===== src/rtl/out_port_fifo_if.sv =====
// Controller-side push bus plus per-channel consumer handshake and status for out_port_fifo.
// The slave modport is the FIFO block; the master modport is whoever drives the controller and consumer side.
interface out_port_fifo_if #(
    parameter int DATA_WIDTH = 8,
    parameter int NUM_CH     = 2
);
    localparam int CH_W = (NUM_CH > 1) ? $clog2(NUM_CH) : 1;

    logic                         wr_en;
    logic [CH_W-1:0]              wr_ch;
    logic [DATA_WIDTH-1:0]        data_in;
    logic                         ovf_clr;
    logic [NUM_CH-1:0]            out_valid;
    logic [NUM_CH-1:0]            out_ready;
    logic [NUM_CH*DATA_WIDTH-1:0] out_data;
    logic [NUM_CH-1:0]            full;
    logic [NUM_CH-1:0]            empty;
    logic [NUM_CH-1:0]            ovf;

    modport master (
        output wr_en, wr_ch, data_in, ovf_clr, out_ready,
        input  out_valid, out_data, full, empty, ovf
    );

    modport slave (
        input  wr_en, wr_ch, data_in, ovf_clr, out_ready,
        output out_valid, out_data, full, empty, ovf
    );
endinterface


===== src/rtl/out_port_fifo.sv =====
// Purpose: per-channel output FIFOs fed by the CPU output strobe, each draining over valid/ready (OUT_PORT_OVERWRITE_EN: overwrite oldest on overflow).
// Latency: a word pushed at edge N is on out_data in cycle N+1; a pop at edge N shows the next head in cycle N+1.
// Backpressure: none towards the controller; a push to a full, non-popping channel is dropped (or overwrites) and sets sticky ovf.
module out_port_fifo #(
    parameter int DATA_WIDTH = 8,
    parameter int DEPTH      = 4,
    parameter int NUM_CH     = 2
) (
    input  logic           clk_out,
    input  logic           rst,
    out_port_fifo_if.slave bus
);
    localparam int CH_W  = (NUM_CH > 1) ? $clog2(NUM_CH) : 1;
    localparam int PTR_W = $clog2(DEPTH);
    localparam int CNT_W = PTR_W + 1;
    localparam logic [CNT_W-1:0] CNT_FULL = CNT_W'(DEPTH);

    for (genvar c = 0; c < NUM_CH; c++) begin : g_ch
        logic [DATA_WIDTH-1:0] r_mem [DEPTH];
        logic [PTR_W-1:0]      r_rd_ptr;
        logic [PTR_W-1:0]      r_wr_ptr;
        logic [CNT_W-1:0]      r_cnt;
        logic                  r_ovf;

        logic w_push;
        logic w_pop;
        logic w_full;
        logic w_empty;
        logic w_ovf_set;
        logic w_wr;
        logic w_adv_rd;

        assign w_empty   = (r_cnt == '0);
        assign w_full    = (r_cnt == CNT_FULL);
        // Out-of-range wr_ch never matches any channel index, so it is ignored.
        assign w_push    = bus.wr_en && (bus.wr_ch == CH_W'(c));
        assign w_pop     = !w_empty && bus.out_ready[c];
        assign w_ovf_set = w_push && w_full && !w_pop;

`ifdef OUT_PORT_OVERWRITE_EN
        // Overflow writes anyway and retires the oldest word to make room.
        assign w_wr      = w_push;
        assign w_adv_rd  = w_pop || w_ovf_set;
`else
        assign w_wr      = w_push && (!w_full || w_pop);
        assign w_adv_rd  = w_pop;
`endif

        always_ff @(posedge clk_out or posedge rst) begin
            if (rst) begin
                r_rd_ptr <= '0;
                r_wr_ptr <= '0;
                r_cnt    <= '0;
                r_ovf    <= 1'b0;
            end else begin
                if (w_wr)
                    r_wr_ptr <= r_wr_ptr + 1'b1;
                if (w_adv_rd)
                    r_rd_ptr <= r_rd_ptr + 1'b1;
                if (w_wr && !w_adv_rd)
                    r_cnt <= r_cnt + 1'b1;
                else if (!w_wr && w_adv_rd)
                    r_cnt <= r_cnt - 1'b1;
                if (w_ovf_set)
                    r_ovf <= 1'b1;
                else if (bus.ovf_clr)
                    r_ovf <= 1'b0;
            end
        end

        // Storage is deliberately left unreset; empty channels mask it on out_data.
        always_ff @(posedge clk_out) begin
            if (w_wr)
                r_mem[r_wr_ptr] <= bus.data_in;
        end

        assign bus.out_data[c*DATA_WIDTH +: DATA_WIDTH] = w_empty ? '0 : r_mem[r_rd_ptr];
        assign bus.out_valid[c] = !w_empty;
        assign bus.empty[c]     = w_empty;
        assign bus.full[c]      = w_full;
        assign bus.ovf[c]       = r_ovf;
    end
endmodule


===== src/flat_wrapper.sv =====
// flat-port wrapper written by rule: the top's interface ports become plain ports
module out_port_fifo_flat 
#(
    parameter int DATA_WIDTH = 8,
    parameter int DEPTH      = 4,
    parameter int NUM_CH     = 2
)
  (clk_out, rst, bus_wr_en, bus_wr_ch, bus_data_in, bus_ovf_clr, bus_out_ready, bus_out_valid, bus_out_data, bus_full, bus_empty, bus_ovf);
  out_port_fifo_if #(.DATA_WIDTH(DATA_WIDTH), .NUM_CH(NUM_CH)) bus_i ();
  input  logic clk_out;
  input  logic rst;
  input wire logic [$bits(bus_i.wr_en)-1:0] bus_wr_en;
  input wire logic [$bits(bus_i.wr_ch)-1:0] bus_wr_ch;
  input wire logic [$bits(bus_i.data_in)-1:0] bus_data_in;
  input wire logic [$bits(bus_i.ovf_clr)-1:0] bus_ovf_clr;
  input wire logic [$bits(bus_i.out_ready)-1:0] bus_out_ready;
  output wire logic [$bits(bus_i.out_valid)-1:0] bus_out_valid;
  output wire logic [$bits(bus_i.out_data)-1:0] bus_out_data;
  output wire logic [$bits(bus_i.full)-1:0] bus_full;
  output wire logic [$bits(bus_i.empty)-1:0] bus_empty;
  output wire logic [$bits(bus_i.ovf)-1:0] bus_ovf;
  assign bus_i.wr_en = bus_wr_en;
  assign bus_i.wr_ch = bus_wr_ch;
  assign bus_i.data_in = bus_data_in;
  assign bus_i.ovf_clr = bus_ovf_clr;
  assign bus_i.out_ready = bus_out_ready;
  assign bus_out_valid = bus_i.out_valid;
  assign bus_out_data = bus_i.out_data;
  assign bus_full = bus_i.full;
  assign bus_empty = bus_i.empty;
  assign bus_ovf = bus_i.ovf;
  out_port_fifo #(.DATA_WIDTH(DATA_WIDTH), .DEPTH(DEPTH), .NUM_CH(NUM_CH)) u_core (.clk_out(clk_out), .rst(rst), .bus(bus_i));
endmodule

===== config.mk =====
export PLATFORM = sky130hd
export DESIGN_NAME = out_port_fifo_flat
export DESIGN_NICKNAME = d
export VERILOG_FILES = /design/src/rtl/out_port_fifo_if.sv /design/src/rtl/out_port_fifo.sv /design/src/flat_wrapper.sv
export SDC_FILE = /design/constraint.sdc
export NUM_CORES = 1
export LEC_CHECK = 0
export ABC_AREA = 1
export CORE_MARGIN = 1.5
export CORE_UTILIZATION = 52
export CTS_CLUSTER_DIAMETER = 100
export DETAILED_ROUTE_END_ITERATION = 10
export GPL_ROUTABILITY_DRIVEN = 0
export PLACE_DENSITY_LB_ADDON = 0.3
export SKIP_LAST_GASP = 1
export SLEW_MARGIN = 10
export SYNTH_ARGS = -nofsm -noshare
export SYNTH_HDL_FRONTEND = slang
export SYNTH_SLANG_ARGS = --single-unit

===== constraint.sdc =====
create_clock -name clk_out -period 2.23 [get_ports clk_out]
set_input_delay 0.3345 -clock clk_out [delete_from_list [all_inputs] [get_ports clk_out]]
set_output_delay 0.3345 -clock clk_out [all_outputs]
set_load 0.02 [all_outputs]

# Yosys cells after proc, flatten, opt, wreduce, memory -nomap -nowiden
# Memories as Yosys holds them, arrays and structs flattened.
# Index checks and enable logic that the tools add are counted.
# totals
regBits,16
mem_bits_rw,64
inputBits,15
elab_cells,64
memories,2
# memory_table
name,depth,word_bits,read_ports,rd_clocked_by_memory_dff,wr,line_no,text
u_core.g_ch[0].r_mem,4,8,1,0,1,out_port_fifo.sv:19,logic [DATA_WIDTH-1:0] r_mem [DEPTH];
u_core.g_ch[1].r_mem,4,8,1,0,1,out_port_fifo.sv:19,
# op_classes
add_sub_neg,8
n_eq_ne,2
mux,13
n_bitwise,1
reduce_logical,30
# ops
operator,n
$mux 8,2
$logic_and 1x1->1,14
$mux 3,4
$add 2x1->2 const B,4
$logic_not 1->1,8
$reduce_bool 2->1,4
$mux 1,7
$add 3x1->3 const B,2
$eq 3x3->1 const B,2
$logic_not 3->1,2
$sub 3x1->3 const B,2
$logic_or 1x1->1,2
$not 1->1,1

# Depth between registers and ports, before layout
# Gate-level depths: netlist of the first run.
# logic_depth
depth_word,9
mapped_depth,12
mapped_depth_nobuf,12

# Least setup slack after synthesis of the first run
# No wires, ideal clock.
# synth_path
kind,register to register
from,register u_core.g_ch[1].r_cnt[0]
to,register u_core.g_ch[1].r_cnt[2]
setup_time_ps,117
t_arrival_ps,1751
required_time_ps,2113
path_slack_ps,362
path_stages_with_launch,11
path_buffers,0
path_cell_list,dfrtp_1 > nor2_1 > nand2_1 > nand2_1 > ha_1 > inv_1 > fa_1 > nand2_1 > nand3_1 > nand2_1 > nand2_1
# synth_between
elab_chain_len,8
word_cells_on_any_way,16
classes_between,add/sub: 2; eq/ne: 1; mux: 2; reduce/logical: 11
# synth_rtl
item,line_no,text
start: declaration,out_port_fifo.sv:22,logic [CNT_W-1:0] r_cnt;
start signal: assignment,out_port_fifo.sv:61,r_cnt <= r_cnt + 1'b1;
start signal: assignment,out_port_fifo.sv:63,r_cnt <= r_cnt - 1'b1;
$logic_not 3->1 *,out_port_fifo.sv:33,assign w_empty = (r_cnt == '0);
$logic_not 1->1 *,n/a,
named net bus_out_valid[1],flat_wrapper.sv:17,output wire logic [$bits(bus_i.out_valid)-1:0] bus_out_valid;
$logic_and 1x1->1 *,out_port_fifo.sv:37,assign w_pop = !w_empty && bus.out_ready[c];
$logic_or 1x1->1,out_port_fifo.sv:45,assign w_wr = w_push && (!w_full || w_pop);
$logic_and 1x1->1,out_port_fifo.sv:45,
$logic_not 1->1,out_port_fifo.sv:62,else if (!w_wr && w_adv_rd)
$logic_and 1x1->1,out_port_fifo.sv:62,
$reduce_bool 2->1 (no line),n/a,
# Mark *: on every way through the listed nets, which the timed path passes. The rest lies on a longest branch. The select of a mux whose other input is x is not followed.
# A chain may end at the register's enable or synchronous reset.

# Worst setup path in the final report of the first run
# layout_path
from,register u_core.g_ch[0].r_rd_ptr[0]
to,output bus_out_data[6]
# layout_between
elab_chain_len,2
# layout_rtl
item,line_no,text
start: declaration,out_port_fifo.sv:20,logic [PTR_W-1:0] r_rd_ptr;
start signal: assignment,out_port_fifo.sv:59,r_rd_ptr <= r_rd_ptr + 1'b1;
$mem_v2 4x8,n/a,
$mux 8,out_port_fifo.sv:77,assign bus.out_data[c*DATA_WIDTH +: DATA_WIDTH] = w_empty ? '0 : r_mem[r_rd_ptr];
end: declaration,flat_wrapper.sv:18,output wire logic [$bits(bus_i.out_data)-1:0] bus_out_data;
# Every way passes these cells.

==> results of run 1 <==
[power by group through the flow]
stage | logic, mW | clock network (mW) | registers [mW]
final | 2.36 | 1.15 | 2.03
after CTS | 2.38 | 1.16 | 2.03
after floorplan | 1.78 | 0 | 2.00
after global routing | 2.65 | 1.22 | 2.06
after detailed placement | 2.55 | 0 | 2.06
after global placement | 2.50 | 0 | 2.05
[worst max-delay path by stage]
stage,end
floorplan,u_core.g_ch[1].r_cnt[2]
global placement,u_core.g_ch[0].r_cnt[2]
detailed placement,u_core.g_ch[0].r_cnt[2]
CTS,bus_out_data[14]
global route,bus_out_data[6]
finish,bus_out_data[6]
[per-stage QoR]
step                hold WS (ps)  setup TNS, ps  worst slack [ps]
CTS                        393.8              0             6.790
global route               435.3              0             30.58
global placement           482.3              0             64.88
finish                     379.7              0             100.6
detailed placement         501.6         -30.18            -30.18
floorplan                  248.2              0             362.5
[final cells by class]
type	instances	share of cell area, %
Timing Repair Buffer	54	10.65
Tap cell	99	2.739
Clock buffer	11	2.905
Inverter	100	8.465
Sequential cell	80	51.37
Multi-Input combinational cell	192	22.07
Clock inverter	5	1.798
[routing by layer]
metal,vias up,wire length (µm),share of wire [%]
li1,1297,-,-
met1,1170,3070,44
met2,61,3512,50
met3,14,257,3.7
met4,0,156,2.2
met5,-,0,0
[cells by family (layout without fill, tap and decap cells)]
group           count (synthesis)  count (layout)  synth area share, %
simple gates                  156             156                17.94
buf+inv                       114             170                13.44
flops                          80              80                60.53
compound gates                 20              20                2.870
fa+ha+maj                      12              12                4.305
xor+xnor                        4               4               0.9131
[worst max-delay path, cell delays in order, from the launching register on]
cell,delay (ps)
dfrtp_1,460
buf_4,230
nand2_1,90
nand3_1,70
a21oi_1,220
dlygate4sd2_1,370
[registers in the layout, summed over array words and instances (netlist names)]
signal                cells
u_core.g_ch.r_rd_ptr      4
u_core.g_ch.r_mem        64
u_core.g_ch.r_cnt         6
u_core.g_ch.r_ovf         2
u_core.g_ch.r_wr_ptr      4
[layout by cell type, fill, tap and decap left out, drive strengths merged, types with 4 or more instances in the layout]
cell and count:
xnor2 4, dlygate4sd2 17, ha 10, clkdlybuf4s50 20, nand2 99, edfxtp 64
clkbuf 11, nor2 11, a21oi 16, dfrtp 16, inv 100, buf 16
nand3 42
[what timing repair did]
| item | 4_1_cts | 5_1_grt |
|---|---|---|
| resized for setup | 18 | 1 |
| setup endpoints to repair | 18 | 1 |
| hold buffers | 0 | 0 |
==> results.md, run 1 <==
- Flop2flop setup slack: between 200 and 300 ps
- Util after Layout: a little over three fifths
- Reg clk slew, reported paths: 80 ps
- Yosys reg bits: 80
- Critical path class: reg -> out
- Area of the multi-input gates: 998.5 µm²
- Starting Density: a little over half
- Worst EP required: about 1900 ps
- Layout fillers: 577
- Later-pin clock latency in the skew report: 350 ps
- Clk sink count: 80
- Fin crit period: 2129 ps
- Starting DRT DRC Count: 183
- Post-synth top cells: inv_1 (96), nand2_1 (87), edfxtp_1 (64), nand3_1 (40), dfrtp_1 (16)
- Die height: 88.89 µm
- First-pass GRT wire length: about 11000 µm
- Syn Inst Count: 386
- Fmax: 0.4696 GHz
- Final setup fails: 0
- Layout Area Growth over Synthesis: 17.91%
- Worst Reg2Reg Path Length in Cells: 10
- CP Capture Type: output pin
- Overall Power: 5.542 mW
- Final Hold Viols: 0
- Mapped Area: 0.003836 mm²
- GR Util met2: 32.71%
- Finished Layout Cells: 541
- Critical Path Source: u_core.g_ch[0].r_rd_ptr[0]
- Area leader, netlist: edfxtp_1
- Die width: 88.89 µm
- FP Rows: 31
- DR WL/cell: 12.93 µm
- PwrDens: 1225 mW/mm²
- Layout Skew: 11.97 ps
- Worst rel slew slack: a little over half
- Total CTS buffers: 9
- Busiest grt layer: met2
- Tcrit/Tclk final: 95.49%
- Setup crit start kind: register
- Gr usage total: 19.48%
- Max-Cap Viols: 0
- RSZ-0062 raised after global routing: false
- Met1 Resource Use GR: around 24%
- Seq/Total Area, Yosys: approximately 61%
- Most common cell in the netlist: inv_1
- Clock Power Share: between 20% and 30%
- Placed cells: 525
- Layout cells sized above 1: 11.76%
- # nets final: ~460
- Met3 layer usage reported by global route: 4.063%
- Clk buf depth: 2
- CTS tree: done
- YS warnings: 0
- Ports: 39
- Routed Antenna Nets: 0
- Syn Nets: between 400 and 500
- Post-Syn Area per Cell: around 9.9 µm²
- Largest cells by area after synthesis: edfxtp_1 (50%), dfrtp_1 (10%), inv_1 (9.4%)
- Peak VDD IR: 0.5222 mV
- Run status: finished, final reports clean
- Async set or reset register ratio after synthesis: around 20%
- P_sw: 2.173 mW
- Worst-margin pin slew: 684.6 ps
- Initial antenna violation count: 0
- Max FO, Critical Path: 16
- HP Class: in -> async
- Vias: ~2.5k
- Sw frac: a little under 40%
- FF+latch area: 0.002323 mm²
- Routed WL: around 7000 µm
- Max Slew Vio Count: 0
- Dpl cell area: 0.004328 mm²
- DRT Pass-1 Iters: 6
- Largest net degree at the start of global routing: 18
- Internal Pwr Total: about 3.4 mW
- Total core area: 0.007176 mm²
- Diode count: 0
- Logic pwr share: between 40% and 50%
- Leakage: 2.134 nW
- Ys flop type: edfxtp_1
- Post-synth cell types: 27
- Reg2Reg Capture Point: u_core.g_ch[1].r_cnt[2]
- Final instance area: 0.004523 mm²
- Worst r2r src: u_core.g_ch[1].r_cnt[0]
- WP data arrival: roughly 1800 ps
- EDFF count, synth: 64
- Root Buffer: clkbuf_8
- Reg power frac: between 30% and 40%
- Detailed Place HPWL: 4580 µm
- Count of input and output buffers: 38
- Vias in the first global route: 2459
- Residual DRC count: 0
- Die area: 0.007901 mm²
- Synth top area share: 50.10%
- Total gr overflow: 0
- Vias per Instance: roughly 4.7
- Clock H-tree levels: 3
- Post-CTS setup buffer count: 0
Power figures use the tool's default switching activity.
==> run 2, diff against run 1 <==
Settings changed: GPL_TIMING_DRIVEN set to 0.
==> run 2 against run 1 <==
Compared with the run above: worst setup slack improved by 28 ps; die area is the same; sequential power is 2% lower; first-iteration DRC count down 25%; flip-flop and latch count stayed put; final cell count down 0.37%; via count decreased by 0.20%; clock power grew 4%; clock skew is 3.8 ps higher; sequential share of layout area decreased by 0.28 points; critical path type unchanged; largest power group unchanged.
==> results.md, run 2 (synthesis results as in run 1) <==
- Detailed Place HPWL: 4759 µm
- Diode count: 0
- Total gr overflow: 0
- Ports: 39
- Most frequent cells in the layout: inv_1 (96), nand2_1 (87), edfxtp_1 (64)
- Setup crit start kind: register
- Fin crit period: 2101 ps
- Buffer and inverter count on the worst path: 4
- Largest regs: u_core.g_ch.r_mem: 64 flops, u_core.g_ch.r_cnt: 6 flops
- Placed cells: 523
- Max-Cap Viols: 0
- Run status: finished, final reports clean
- Final Hold Viols: 0
- Total CTS buffers: 9
- Die height: 88.89 µm
- HP Class: in -> async
- Layout fillers: 583
- Sum Neg Setup Slack: 0 ps
- Critical Path, Cell by Cell: buf_6, inv_4, buf_6, nand2_1, nand3_1, a21oi_1, dlygate4sd2_1
- Dpl cell area: 0.004340 mm²
- Peak VDD IR: approximately 0.44 mV
- Worst EP required: 1900 ps
- CTS tree: done
- Layout Area Growth over Synthesis: 18.49%
- Starting DRT DRC Count: ~140
- Commonest non-fill, non-tap cell in the layout: inv_1
- Clk sink count: 80
- Max FO, Critical Path: 10
- Count of input and output buffers: 38
- Slowest-stage cell, CP: dlygate4sd2_1
- PwrDens: 1260 mW/mm²
- Layout Skew: 15.81 ps
- FP Rows: 31
- Die width: 88.89 µm
- Routed Antenna Nets: 0
- First-pass GRT wire length: 10960 µm
- CP peak stage delay: roughly 360 ps
- RSZ-0062 raised after global routing: false
- Total core area: between 0.007 and 0.008 mm²
- Initial antenna violation count: 0
- Final setup fails: 0
- Vias in the first global route: 2347
- Die area: 0.007901 mm²
- Fmax: about 0.48 GHz
- Later-pin clock latency in the skew report: 350 ps
- Worst rel slew slack: 39.97%
- Residual DRC count: 0
- Worst-margin pin slew: 897.2 ps
- DRT Pass-1 Iters: 4
- Vias: 2537
- Vias per Instance: 4.707
- Cell mode on critical path: buf_6
- Area of the multi-input gates: 998.5 µm²
- Critical path class: reg -> out
- # nets final: approximately 460
- Starting Density: 53.46%
- Leakage: ~2.1 nW
- CP Capture Type: output pin
- Largest register FFs: 64
- DR WL/cell: 13.01 µm
- Largest net degree at the start of global routing: 17
- Max Slew Vio Count: 0
- Clk buf depth: 2
- Gr usage total: 19.13%
- Layout cells sized above 1: roughly 12%
- Root Buffer: clkbuf_8
- Finished Layout Cells: about 540
- WP data arrival: 1770 ps
- Final instance area: 0.004546 mm²
- Clock H-tree levels: 3
- Reg clk slew, reported paths: 90 ps
- FF+latch area: 0.002322 mm²
- Largest Register: u_core.g_ch.r_mem
- Tcrit/Tclk final: 94.23%
- Routed WL: 7013 µm
- Family with the most delay on the worst path: buffers and inverters
- CTS hold repair buffers: 0
==> run 2: cell count changes in the layout (fill, tap and decap cells not counted), moves of 2 or more <==
cell / before / now
buf_4: 16 / 8
buf_6: 0 / 3
clkbuf_1: 2 / 0
inv_6: 1 / 3
==> run 2: power by group <==
part	internal (mW)	leakage, nW	switching (mW)
combinational	0.979	1.24	1.56
sequential	1.85	0.779	0.140
clock	0.640	0.106	0.561
==> run 2: per-stage QoR <==
step | hold slack (ps) | utilization, % | total power [mW] | setup WS (ps)
floorplan | 248.2 | - | 3.776 | 362.5
global placement | 482.7 | 60.49 | 4.680 | -62.28
global route | 450.2 | 63.35 | 6.089 | 52.99
detailed placement | 481.3 | 60.49 | 4.752 | -96.97
finish | 370.5 | 63.35 | 5.728 | 128.8
CTS | 406.8 | 63.35 | 5.755 | 122.1
==> run 2: routing by layer <==
layer	vias up	part of all wire, %	wire, µm	track usage [%]
met5	-	0	0	0
met4	0	1.9	135	8.381
met3	12	2.9	201	2.401
met2	53	50	3516	33.54
met1	1177	45	3159	23.92
li1	1295	-	-	-
==> run 2: cell type report <==
type	count	area share, %
clock buffer	9	2.725
multi-input combinational	192	21.97
sequential	80	51.09
clock inverter	7	2.230
timing repair buffer	38	7.872
inverter	100	8.478
buffer	14	2.918
tap	99	2.725
==> run 2: worst paths after layout <==
path	from	end	slack, ps	depth (start not counted)
setup / recovery	u_core.g_ch[1].r_rd_ptr[0]	bus_out_data[13]	130	7
hold / removal	rst	u_core.g_ch[1].r_wr_ptr[1]	370	2
setup reg to reg	u_core.g_ch[1].r_cnt[0]	u_core.g_ch[1].r_cnt[1]	230	9
hold reg to reg	u_core.g_ch[1].r_cnt[2]	u_core.g_ch[1].r_cnt[2]	500	2
max in group asynchronous	rst	u_core.g_ch[0].r_ovf	1440	2
min in group clk_out	u_core.g_ch[1].r_cnt[2]	u_core.g_ch[1].r_cnt[2]	500	2
==> run 2: repair_timing <==
| item | in CTS | in global routing |
|---|---|---|
| buffers inserted | 0 | 0 |
| endpoints found under the hold margin | 0 | 0 |
| setup endpoints to repair | 18 | 0 |
| gates resized for setup | 19 | 0 |
